==> src/rtl/alu_seq_ctrl.sv <==
// Multi-byte MADD/MXOR/MCMP sequencer driving an 8-bit ALU and a single-port sync-read memory.
// Optional feature macro: ALU_SEQ_SAT_EN (MADD overflow saturates the destination to 0xFF).

package alu_seq_pkg;

    // ALU opcode encodings shared with the ALU definitions
    localparam logic [4:0] OP_ADDACROSS = 5'h02;
    localparam logic [4:0] OP_XOR       = 5'h06;
    localparam logic [4:0] OP_BNE       = 5'h0D;

    typedef enum logic [1:0] {
        CMD_MADD = 2'b00,
        CMD_MXOR = 2'b01,
        CMD_MCMP = 2'b10,
        CMD_ILL  = 2'b11
    } cmd_e;

endpackage

module alu_seq_ctrl
    import alu_seq_pkg::*;
#(
    parameter int NBYTES = 2,
    parameter int AW     = 8
) (
    input  logic          clk_i,
    input  logic          reset_i,

    input  logic          req_valid_i,
    output logic          req_ready_o,
    input  logic [1:0]    req_cmd_i,
    input  logic [4:0]    req_len_i,
    input  logic [AW-1:0] req_srca_i,
    input  logic [AW-1:0] req_srcb_i,
    input  logic [AW-1:0] req_dst_i,

    output logic [AW-1:0] mem_addr_o,
    input  logic [7:0]    mem_rd_data_i,
    output logic          mem_wr_en_o,
    output logic [7:0]    mem_wr_data_o,

    output logic [4:0]    alu_op_o,
    output logic [7:0]    alu_a_o,
    output logic [7:0]    alu_imm_o,
    output logic          alu_sc_in_o,
    input  logic [7:0]    alu_out_i,
    input  logic          alu_sc_out_i,
    input  logic          alu_branch_i,

    output logic          done_o,
    output logic          done_carry_o,
    output logic          done_eq_o,
    output logic          done_err_o
);

    typedef enum logic [2:0] {
        S_IDLE = 3'd0,
        S_RDA  = 3'd1,
        S_RDB  = 3'd2,
        S_EXEC = 3'd3,
        S_DONE = 3'd4
`ifdef ALU_SEQ_SAT_EN
        , S_SAT = 3'd5
`endif
    } state_e;

    state_e        state_q, state_d;
    cmd_e          cmd_q, cmd_d;
    logic [4:0]    len_q, len_d;
    logic [AW-1:0] srca_q, srca_d;
    logic [AW-1:0] srcb_q, srcb_d;
    logic [AW-1:0] dst_q, dst_d;
    logic [4:0]    idx_q, idx_d;
    logic          carry_q, carry_d;
    logic          eq_q, eq_d;
    logic          err_q, err_d;
    logic [7:0]    a_q, a_d;

    logic          req_legal;
    logic [4:0]    idx_inc;
    logic          last_byte;
    logic [AW-1:0] idx_ext;

    // Un-gated outputs; the reset gate is applied once at the port boundary
    logic          ready_raw;
    logic [AW-1:0] addr_raw;
    logic          wr_en_raw;
    logic [7:0]    wr_data_raw;
    logic [4:0]    alu_op_raw;
    logic [7:0]    alu_a_raw;
    logic [7:0]    alu_imm_raw;
    logic          sc_in_raw;
    logic          done_raw;

    assign req_legal = (req_cmd_i != CMD_ILL) && (req_len_i != 5'd0) &&
                       (req_len_i <= 5'(NBYTES));
    assign idx_inc   = idx_q + 5'd1;
    assign last_byte = (idx_inc == len_q);
    assign idx_ext   = AW'(idx_q);

    // NOTE: sequential state uses non-blocking assignments so every register samples
    // pre-edge values; the synchronous reset clears all control state in the same block.
    always_ff @(posedge clk_i) begin
        if (reset_i) begin
            state_q <= S_IDLE;
            cmd_q   <= CMD_MADD;
            len_q   <= '0;
            srca_q  <= '0;
            srcb_q  <= '0;
            dst_q   <= '0;
            idx_q   <= '0;
            carry_q <= 1'b0;
            eq_q    <= 1'b0;
            err_q   <= 1'b0;
            a_q     <= '0;
        end else begin
            state_q <= state_d;
            cmd_q   <= cmd_d;
            len_q   <= len_d;
            srca_q  <= srca_d;
            srcb_q  <= srcb_d;
            dst_q   <= dst_d;
            idx_q   <= idx_d;
            carry_q <= carry_d;
            eq_q    <= eq_d;
            err_q   <= err_d;
            a_q     <= a_d;
        end
    end

    // NOTE: every signal written here gets a default first, so no path can infer a latch.
    always_comb begin
        state_d     = state_q;
        cmd_d       = cmd_q;
        len_d       = len_q;
        srca_d      = srca_q;
        srcb_d      = srcb_q;
        dst_d       = dst_q;
        idx_d       = idx_q;
        carry_d     = carry_q;
        eq_d        = eq_q;
        err_d       = err_q;
        a_d         = a_q;

        ready_raw   = 1'b0;
        addr_raw    = '0;
        wr_en_raw   = 1'b0;
        wr_data_raw = '0;
        alu_op_raw  = OP_XOR;
        alu_a_raw   = '0;
        alu_imm_raw = '0;
        sc_in_raw   = 1'b0;
        done_raw    = 1'b0;

        case (state_q)
            S_IDLE: begin
                ready_raw = 1'b1;
                if (req_valid_i) begin
                    cmd_d   = cmd_e'(req_cmd_i);
                    len_d   = req_len_i;
                    srca_d  = req_srca_i;
                    srcb_d  = req_srcb_i;
                    dst_d   = req_dst_i;
                    idx_d   = '0;
                    carry_d = 1'b0;
                    eq_d    = 1'b1;
                    err_d   = ~req_legal;
                    state_d = req_legal ? S_RDA : S_DONE;
                end
            end

            S_RDA: begin
                addr_raw = srca_q + idx_ext;
                state_d  = S_RDB;
            end

            // Operand A arrives now; operand B arrives in EXEC straight off the read port
            S_RDB: begin
                addr_raw = srcb_q + idx_ext;
                a_d      = mem_rd_data_i;
                state_d  = S_EXEC;
            end

            S_EXEC: begin
                alu_a_raw   = a_q;
                alu_imm_raw = mem_rd_data_i;
                addr_raw    = dst_q + idx_ext;
                idx_d       = idx_inc;
                case (cmd_q)
                    CMD_MADD: begin
                        alu_op_raw  = OP_ADDACROSS;
                        sc_in_raw   = carry_q;
                        wr_en_raw   = 1'b1;
                        wr_data_raw = alu_out_i;
                        carry_d     = alu_sc_out_i;
                    end
                    CMD_MXOR: begin
                        alu_op_raw  = OP_XOR;
                        wr_en_raw   = 1'b1;
                        wr_data_raw = alu_out_i;
                    end
                    CMD_MCMP: begin
                        alu_op_raw = OP_BNE;
                        eq_d       = eq_q & ~alu_branch_i;
                    end
                    default: ;
                endcase

                if (last_byte) begin
                    state_d = S_DONE;
`ifdef ALU_SEQ_SAT_EN
                    if ((cmd_q == CMD_MADD) && alu_sc_out_i) begin
                        state_d = S_SAT;
                        idx_d   = '0;
                    end
`endif
                end else begin
                    state_d = S_RDA;
                end
            end

`ifdef ALU_SEQ_SAT_EN
            // Overflowed sum: overwrite the whole destination with 0xFF, one byte per cycle
            S_SAT: begin
                addr_raw    = dst_q + idx_ext;
                wr_en_raw   = 1'b1;
                wr_data_raw = 8'hFF;
                idx_d       = idx_inc;
                if (last_byte) begin
                    state_d = S_DONE;
                end
            end
`endif

            S_DONE: begin
                done_raw = 1'b1;
                state_d  = S_IDLE;
            end

            default: begin
                state_d = S_IDLE;
            end
        endcase
    end

    // Every output is forced low while reset is asserted, including the write strobe
    assign req_ready_o   = ~reset_i & ready_raw;
    assign mem_addr_o    = reset_i ? '0 : addr_raw;
    assign mem_wr_en_o   = ~reset_i & wr_en_raw;
    assign mem_wr_data_o = reset_i ? '0 : wr_data_raw;
    assign alu_op_o      = reset_i ? '0 : alu_op_raw;
    assign alu_a_o       = reset_i ? '0 : alu_a_raw;
    assign alu_imm_o     = reset_i ? '0 : alu_imm_raw;
    assign alu_sc_in_o   = ~reset_i & sc_in_raw;
    assign done_o        = ~reset_i & done_raw;
    assign done_carry_o  = ~reset_i & done_raw & carry_q & (cmd_q == CMD_MADD) & ~err_q;
    assign done_eq_o     = ~reset_i & done_raw & eq_q & (cmd_q == CMD_MCMP) & ~err_q;
    assign done_err_o    = ~reset_i & done_raw & err_q;

endmodule
==> config.mk <==
export PLATFORM = sky130hd
export DESIGN_NAME = alu_seq_ctrl
export DESIGN_NICKNAME = d
export VERILOG_FILES = /design/src/rtl/alu_seq_ctrl.sv
export SDC_FILE = /design/constraint.sdc
export NUM_CORES = 1
export LEC_CHECK = 0
export CAP_MARGIN = 40
export CORE_ASPECT_RATIO = 1.25
export CORE_MARGIN = 2
export CORE_UTILIZATION = 30
export CTS_BUF_LIST = sky130_fd_sc_hd__clkbuf_16
export DETAILED_ROUTE_END_ITERATION = 12
export SETUP_SLACK_MARGIN = 0.1
export SYNTH_ARGS = -nofsm -noshare
export SYNTH_HDL_FRONTEND = slang
export SYNTH_SLANG_ARGS = --single-unit
==> constraint.sdc <==
create_clock -name clk_i -period 3.4 [get_ports clk_i]
set_input_delay 0.68 -clock clk_i [delete_from_list [all_inputs] [get_ports clk_i]]
set_output_delay 0.68 -clock clk_i [all_outputs]
set_load 0.02 [all_outputs]
==> summary.md, run 1 <==
| Metric | Value |
|---|---|
| Final wirelength | 7496 µm |
| Fill cells | 899 |
| Critical path depth | 7 |
| Busiest grt layer | met2 |
| Proportion of synthesized chip area in sequential cells | 37.66% |
| Final standard cell count with taps included and fillers excluded | 565 |
| Fraction of registers with async set/reset | 0% |
| Pwr Total | 1.439 mW |
| HPWL after detailed placement | 5737 µm |
| Combined area of the multi-input logic cells | 1554 µm² |
| Launching point of the worst reg2reg path | state_q[0] |
| Highest attainable clock frequency | 316.9 MHz |
| Syn avg cell area | 7.550 µm² |
| Worst setup path class | register to primary output |
| Wirelength per Cell | 13.27 µm |
| FF+latch count, synth | 50 |
| Overall die area | 9632 µm² |
| Launching element type of the critical path | register |
| Number of buffers between clock root and the deepest sink | 2 |
| Share of the clock period used by the worst path after layout | 92.82% |
| TritonCTS clock tree | done |
| Crit path largest cell delay | 0.63 ns |
| Nets | 503 |
| Pins over their slew limit | 0 |
| DRC Markers | 0 |
| Total of hold buffers inserted after clock tree synthesis | 0 |
| Endpoint type of the worst setup path | primary output |
| Antenna Diode Count | 0 |
| Final weighted congestion in routability-driven placement | 0.8742 |
| Mux cell area share after synthesis | 3.861% |
| Max stage delay cell, worst path | clkdlybuf4s50_1 |
| Worst reg2reg path endpoint | srcb_q[4] |
| Dominant synthesized flop cell | dfxtp_1 |
| Vias | 2624 |
| Hold violation total from the final report | 0 |
| Leftover overflow at the end of global routing | 0 |
| Post-synthesis adder-cell area fraction | 3.578% |
| Iteration count of the initial detailed-routing pass | 6 |
| Final critical path time including I/O delays and setup | 3.156 ns |
| Worst setup endpoint | mem_addr_o[1] |
| CTS Sinks | 50 |
| EDFF count, synth | 0 |
| Layout area overhead | 48.26% |
| Total number of yosys warnings | 0 |
| Post-synth design cell area | 2658 µm² |
| Pin count of the biggest net entering global routing | 33 |
| Vias per cell | 4.644 |
| Met1 usage | 19.53% |
| Area of all sequential standard cells | 1002 µm² |
| Worst reg-to-reg setup slack | 1.45 ns |
| Crit path DAT | 2.48 ns |
| Maximum clock skew at final layout | 0.002661 ns |
| Number of violations of the max-capacitance limit | 0 |
| Area share of and/or/nand/nor cells after synthesis | 28.91% |
| Global-route total usage across every layer | 15.79% |
| Highest fanout seen on the critical path | 6 |
| Power per standard cell area | 365.1 nW/µm² |
| Setup repair after global routing missed its margin | false |
| Setup-failing EPs final | 0 |
| Worst path buffer plus inverter count | 2 |
| Total placed cells including tap cells | 555 |
| Initial Util | 30.71% |
| Number of buffer cells added on primary ports | 94 |
| Horizontal extent of the die | 88.19 µm |
| Number of cells produced by synthesis | 352 |
| Startpoint of the worst setup timing path | state_q[0] |
| Fraction of final layout cells with drive strength greater than 1 | 9.213% |
| Inserted Clock Buffers | 5 |
| Worst hold margin | 0.4505 ns |
| Cell family with most CP delay | buffers and inverters |
| Antenna violations before repair | 0 |
| Net Count, Synth | 411 |
| Number of different library cells in the post-synthesis netlist | 42 |
| I/O Pins | 96 |
| Clk Latency, worst-skew pair | 0.29 ns |
| Peak supply drop | 0.0002705 V |
| Antenna Nets Post-Route | 0 |
| Clock slew at reported path FFs | 0.07 ns |
| Worst slew slack as a fraction of its limit | 54.30% |
| Static leakage power | 1.461 nW |
| Placeable core region | 8653 µm² |
| Core Rows | 38 |
| Final core utilization | 45.53% |
| H-tree depth | 2 |
| Die boundary height | 109.2 µm |
| XOR/XNOR Fraction of Synth Area | 3.625% |
| Violation count after the first detailed-routing iteration | 117 |
| Met3 usage in global routing | 2.952% |
| Worst endpoint required time | 2.72 ns |
| Class of the worst hold path | register to register |
| Dominant combinational cell family by area after synthesis | simple AND/OR/NAND/NOR gates |
| Slew of the pin with the lowest slew margin | 0.6855 ns |
| Buffer type at the clock tree root | clkbuf_16 |
| Run status | complete, no violations |
| Compound-gate portion of the synthesized area | 16.90% |
| First-pass GRT wire length | 11860 µm |
| Met2 usage | 27.07% |
| Worst-case reg-to-reg path depth | 4 |
| Vias in the first global route | 2412 |
| Series of cell instances along the critical path | mux2i_1, o21ai_2, ha_2, inv_1, fa_1, nor2_1, clkdlybuf4s50_1 |
[state kept, by name, indices dropped and copies added (netlist names)]
signal / cells
cmd_q: 2
dst_q: 8
state_q: 3
srcb_q: 8
err_q: 1
len_q: 5
a_q: 8
eq_q: 1
srca_q: 8
idx_q: 5
carry_q: 1
[timing repair]
item                                    in CTS  in global routing
gates resized for setup                     13                 17
setup buffers                                0                  2
endpoints found under the hold margin        0                  0
endpoints found under the setup margin      14                 22
pin swaps                                    0                  4
[per-layer routing]
layer  up-vias  part of all wire, %
li1       1359                    -
met1      1198                   43
met2        57                   51
met3        10                  3.5
met4         0                  2.0
met5         -                    0
[worst register-to-register path, delay by kind of cell, from the launching register on]
kind            cells  cell delay (ns)
buf+inv             1             0.19
compound gates      1             0.08
simple gates        2             1.19
flops               1             0.37
[layout by cell type, fill, tap and decap left out, types with 6 or more instances in the layout]
| master | Yosys | final |
|---|---|---|
| clkdlybuf4s50_1 | 0 | 87 |
| nand2_1 | 81 | 81 |
| a21oi_1 | 51 | 50 |
| dfxtp_1 | 50 | 49 |
| and2_1 | 27 | 27 |
| nor2_1 | 22 | 22 |
| buf_4 | 3 | 15 |
| o21ai_0 | 18 | 13 |
| xnor2_1 | 9 | 9 |
| mux2i_1 | 8 | 8 |
| nor3_1 | 7 | 6 |
[power breakdown]
| group | leakage, nW | switching, mW | internal [mW] |
|---|---|---|---|
| Sequential | 0.409 | 0.0209 | 0.618 |
| Combinational | 0.968 | 0.111 | 0.114 |
| Clock | 0.0842 | 0.226 | 0.349 |
[worst min path at each step]
stage / from / endpoint / cells after the start
6_report: srcb_q[5] / srcb_q[5] / 2
3_5_place_dp: srcb_q[5] / srcb_q[5] / 2
4_1_cts: srcb_q[5] / srcb_q[5] / 2
5_1_grt: srcb_q[2] / srcb_q[2] / 2
3_3_place_gp: srcb_q[5] / srcb_q[5] / 2
2_1_floorplan: dst_q[5] / dst_q[5] / 2
[stage by stage]
stage	setup TNS (ns)	setup slack [ns]	cell area (µm²)
finish	0	0.2441	3940
global route	0	0.1255	3940
CTS	-0.02151	-0.02151	3901
global placement	0	0.06200	3727
floorplan	0	0.09652	2658
detailed placement	0	0.007288	3727
[cells in the mapped netlist (5+ instances only)]
master | n | area [µm²]
nor2b_1 | 5 | 31.28
inv_1 | 5 | 18.77
nor3_1 | 7 | 35.03
o21ai_0 | 18 | 90.09
a21oi_1 | 51 | 255.2
xnor2_1 | 9 | 78.83
and2_1 | 27 | 168.9
ha_1 | 6 | 75.07
buf_2 | 11 | 55.05
mux2i_1 | 8 | 80.08
nand2_1 | 81 | 304.0
dfxtp_1 | 50 | 1001
nor2_1 | 22 | 82.58
clkbuf_1 | 9 | 33.78
[logic make-up (layout without fill, tap and decap cells)]
logic type,after synthesis,count (layout)
adder cells (fa/ha/maj),7,7
AO/OA/AOI/OAI,83,83
flip-flops,50,50
multiplexers,10,10
AND/OR/NAND/NOR,161,161
XOR/XNOR,11,11
buffers and inverters,29,122
other,1,1
[area by class of cell]
| class | instances | area share (%) |
|---|---|---|
| timing repair buffer | 109 | 26.55 |
| multi-input combinational | 273 | 39.44 |
| clock buffer | 5 | 3.176 |
| tap | 120 | 3.811 |
| clock inverter | 3 | 1.111 |
| inverter | 5 | 0.4763 |
| sequential | 50 | 25.44 |
(Power assumes the default switching activity.)
==> run 2: changes to the inputs <==
--- a/config.mk
+++ b/config.mk
@@ -6,7 +6,7 @@
 export NUM_CORES = 1
 export LEC_CHECK = 0
 export CAP_MARGIN = 40
-export CORE_ASPECT_RATIO = 1.25
+export CORE_ASPECT_RATIO = 0.8
 export CORE_MARGIN = 2
 export CORE_UTILIZATION = 30
 export CTS_BUF_LIST = sky130_fd_sc_hd__clkbuf_16
==> run 2 against run 1 <==
  * Sequential power barely moved
  * Die area about the same
  * Power decreased by 1.7%
  * Routed wire length down 2.6%
  * Highest routed layer unchanged
==> summary.md, run 2 (synthesis gave the netlist of run 1 again) <==
| Metric | Value |
|---|---|
| Overall die area | 9632 µm² |
| Total of hold buffers inserted after clock tree synthesis | 0 |
| Clock slew at reported path FFs | 0.07 ns |
| First-pass GRT wire length | 11830 µm |
| Wirelength per Cell | 13.11 µm |
| I/O Pins | 96 |
| Antenna Diode Count | 0 |
| Met1 usage | 21.55% |
| Buffer type at the clock tree root | clkbuf_16 |
| Placed Area | 3730 µm² |
| Static leakage power | 1.463 nW |
| Core Rows | 30 |
| Worst slew slack as a fraction of its limit | 55.49% |
| Class of the worst hold path | register to register |
| Clk Latency, worst-skew pair | 0.28 ns |
| Critical path depth | 10 |
| Number of buffers between clock root and the deepest sink | 2 |
| Setup repair after global routing missed its margin | true |
| Reg power frac | 45.2% |
| H-tree depth | 2 |
| Worst endpoint required time | 2.72 ns |
| Violation count after the first detailed-routing iteration | 149 |
| Met3 usage in global routing | 3.795% |
| Highest fanout seen on the critical path | 4 |
| Clock Power Share | 39.2% |
| Run status | complete, no violations |
| Vias | 2644 |
| Antenna violations before repair | 0 |
| HPWL after detailed placement | 5709 µm |
| Layout area overhead | 47.93% |
| Nets | 503 |
| Maximum clock skew at final layout | 0.003560 ns |
| Fraction of final layout cells with drive strength greater than 1 | 9.213% |
| Crit path largest cell delay | 0.40 ns |
| Vias per cell | 4.747 |
| DRC Markers | 0 |
| Combinational power share | 15.6% |
| Peak supply drop | 0.0001954 V |
| Worst reg2reg path endpoint | carry_q |
| Number of violations of the max-capacitance limit | 0 |
| Launching element type of the critical path | register |
| Worst setup endpoint | mem_addr_o[7] |
| Worst hold margin | 0.4579 ns |
| Share of the clock period used by the worst path after layout | 92.90% |
| Endpoint type of the worst setup path | primary output |
| TritonCTS clock tree | done |
| Cell internal pwr | 1.075 mW |
| Initial Util | 31.05% |
| Library cell appearing most often on the critical path | o21ai_1 |
| Setup-failing EPs final | 0 |
| Vias in the first global route | 2536 |
| Leftover overflow at the end of global routing | 0 |
| Worst-case reg-to-reg path depth | 4 |
| Worst path buffer plus inverter count | 2 |
| Launching point of the worst reg2reg path | state_q[0] |
| Pin count of the biggest net entering global routing | 33 |
| Final weighted congestion in routability-driven placement | 0.8362 |
| Placeable core region | 8558 µm² |
| Series of cell instances along the critical path | buf_12, mux2i_1, o21ai_1, ha_1, o21ai_1, o21bai_1, a21oi_2, nor3_2, mux2_2, clkbuf_2 |
| Startpoint of the worst setup timing path | state_q[0] |
| Leading cell types in the layout, fill and taps excluded | clkdlybuf4s50_1, nand2_1, a21oi_1 |
| Worst setup path class | register to primary output |
| Most common cell after layout, fill and taps aside | clkdlybuf4s50_1 |
| Power per standard cell area | 359.8 nW/µm² |
| Met2 usage | 24.84% |
| Switching share of power | 24.01% |
| Area of all placed cells without fillers | 3931 µm² |
| Setup slack at placement | -0.03047 ns |
| Antenna Nets Post-Route | 0 |
| Crit path DAT | 2.48 ns |
| Global-route total usage across every layer | 15.57% |
| Pins over their slew limit | 0 |
| Post-route worst setup slack | 0.2415 ns |
| Switching Power | 0.3396 mW |
| Final wirelength | 7304 µm |
| Hold violation total from the final report | 0 |
| Horizontal extent of the die | 109.2 µm |
| Slew of the pin with the lowest slew margin | 0.6632 ns |
| Worst reg-to-reg setup slack | 1.47 ns |
| Number of buffer cells added on primary ports | 94 |
| Busiest grt layer | met2 |
| Max stage delay cell, worst path | dfxtp_2 |
| Die boundary height | 88.18 µm |
| Iteration count of the initial detailed-routing pass | 5 |
| Final critical path time including I/O delays and setup | 3.159 ns |
| CTS Sinks | 50 |
| Highest attainable clock frequency | 316.6 MHz |
| Inserted Clock Buffers | 5 |
| Cell family with most CP delay | multiplexers |
[run 2: cell count changes in the layout (fill, tap and decap cells not counted), sizes merged]
cell and change:
clkinv +1, inv -1
[run 2: final cells by class]
| class | count | area (µm²) |
|---|---|---|
| clock buffer | 5 | 125.1 |
| tap | 112 | 140.1 |
| timing repair buffer | 109 | 1056 |
| fill | 882 | 4627 |
| multi-input combinational | 273 | 1549 |
| inverter | 5 | 18.77 |
| clock inverter | 3 | 40.04 |
| sequential | 50 | 1002 |
[run 2: layer usage]
layer / vias to the layer above / routed length, µm
li1: 1358 / -
met1: 1211 / 3518
met2: 71 / 3274
met3: 4 / 467
met4: 0 / 44
met5: - / 0
[run 2: worst reg2reg max path, cell delays in order, from the launching register on]
cell and delay (ns):
dfxtp_2 0.36, buf_4 0.18, or4b_2 0.99, nand3b_1 0.20
a21oi_1 0.08
[run 2: worst min-delay path by stage]
stage              start         to  slack [ns]  cells past startpoint
4_1_cts         dst_q[7]   dst_q[7]        0.46                      2
3_3_place_gp   srca_q[5]  srca_q[5]        0.45                      2
6_report        dst_q[2]   dst_q[2]        0.46                      2
5_1_grt         dst_q[7]   dst_q[7]        0.48                      2
2_1_floorplan   dst_q[5]   dst_q[5]        0.43                      2
3_5_place_dp    dst_q[7]   dst_q[7]        0.45                      2
[run 2: power groups by stage]
stage / Clock (mW) / Sequential (mW) / Combinational, mW
6_report: 0.554 / 0.640 / 0.221
4_1_cts: 0.566 / 0.640 / 0.221
5_1_grt: 0.594 / 0.644 / 0.246
3_5_place_dp: 0 / 0.653 / 0.220
3_3_place_gp: 0 / 0.653 / 0.216
2_1_floorplan: 0 / 0.646 / 0.119
[run 2: per-stage QoR]
stage	instances	power, mW	util (%)	setup TNS (ns)
after floorplan	352	0.7644	-	0
after global placement	547	0.8690	43.58	0
after detailed placement	547	0.8727	43.58	-0.04945
after CTS	555	1.427	45.53	0
after global routing	557	1.484	45.94	0
final	557	1.414	45.94	0
[run 2: timing repair]
action,in CTS,in global routing
gates resized for setup,13,15
endpoints found under the setup margin,8,21
pin swaps,0,3
buffers inserted,0,2
cloned,0,0
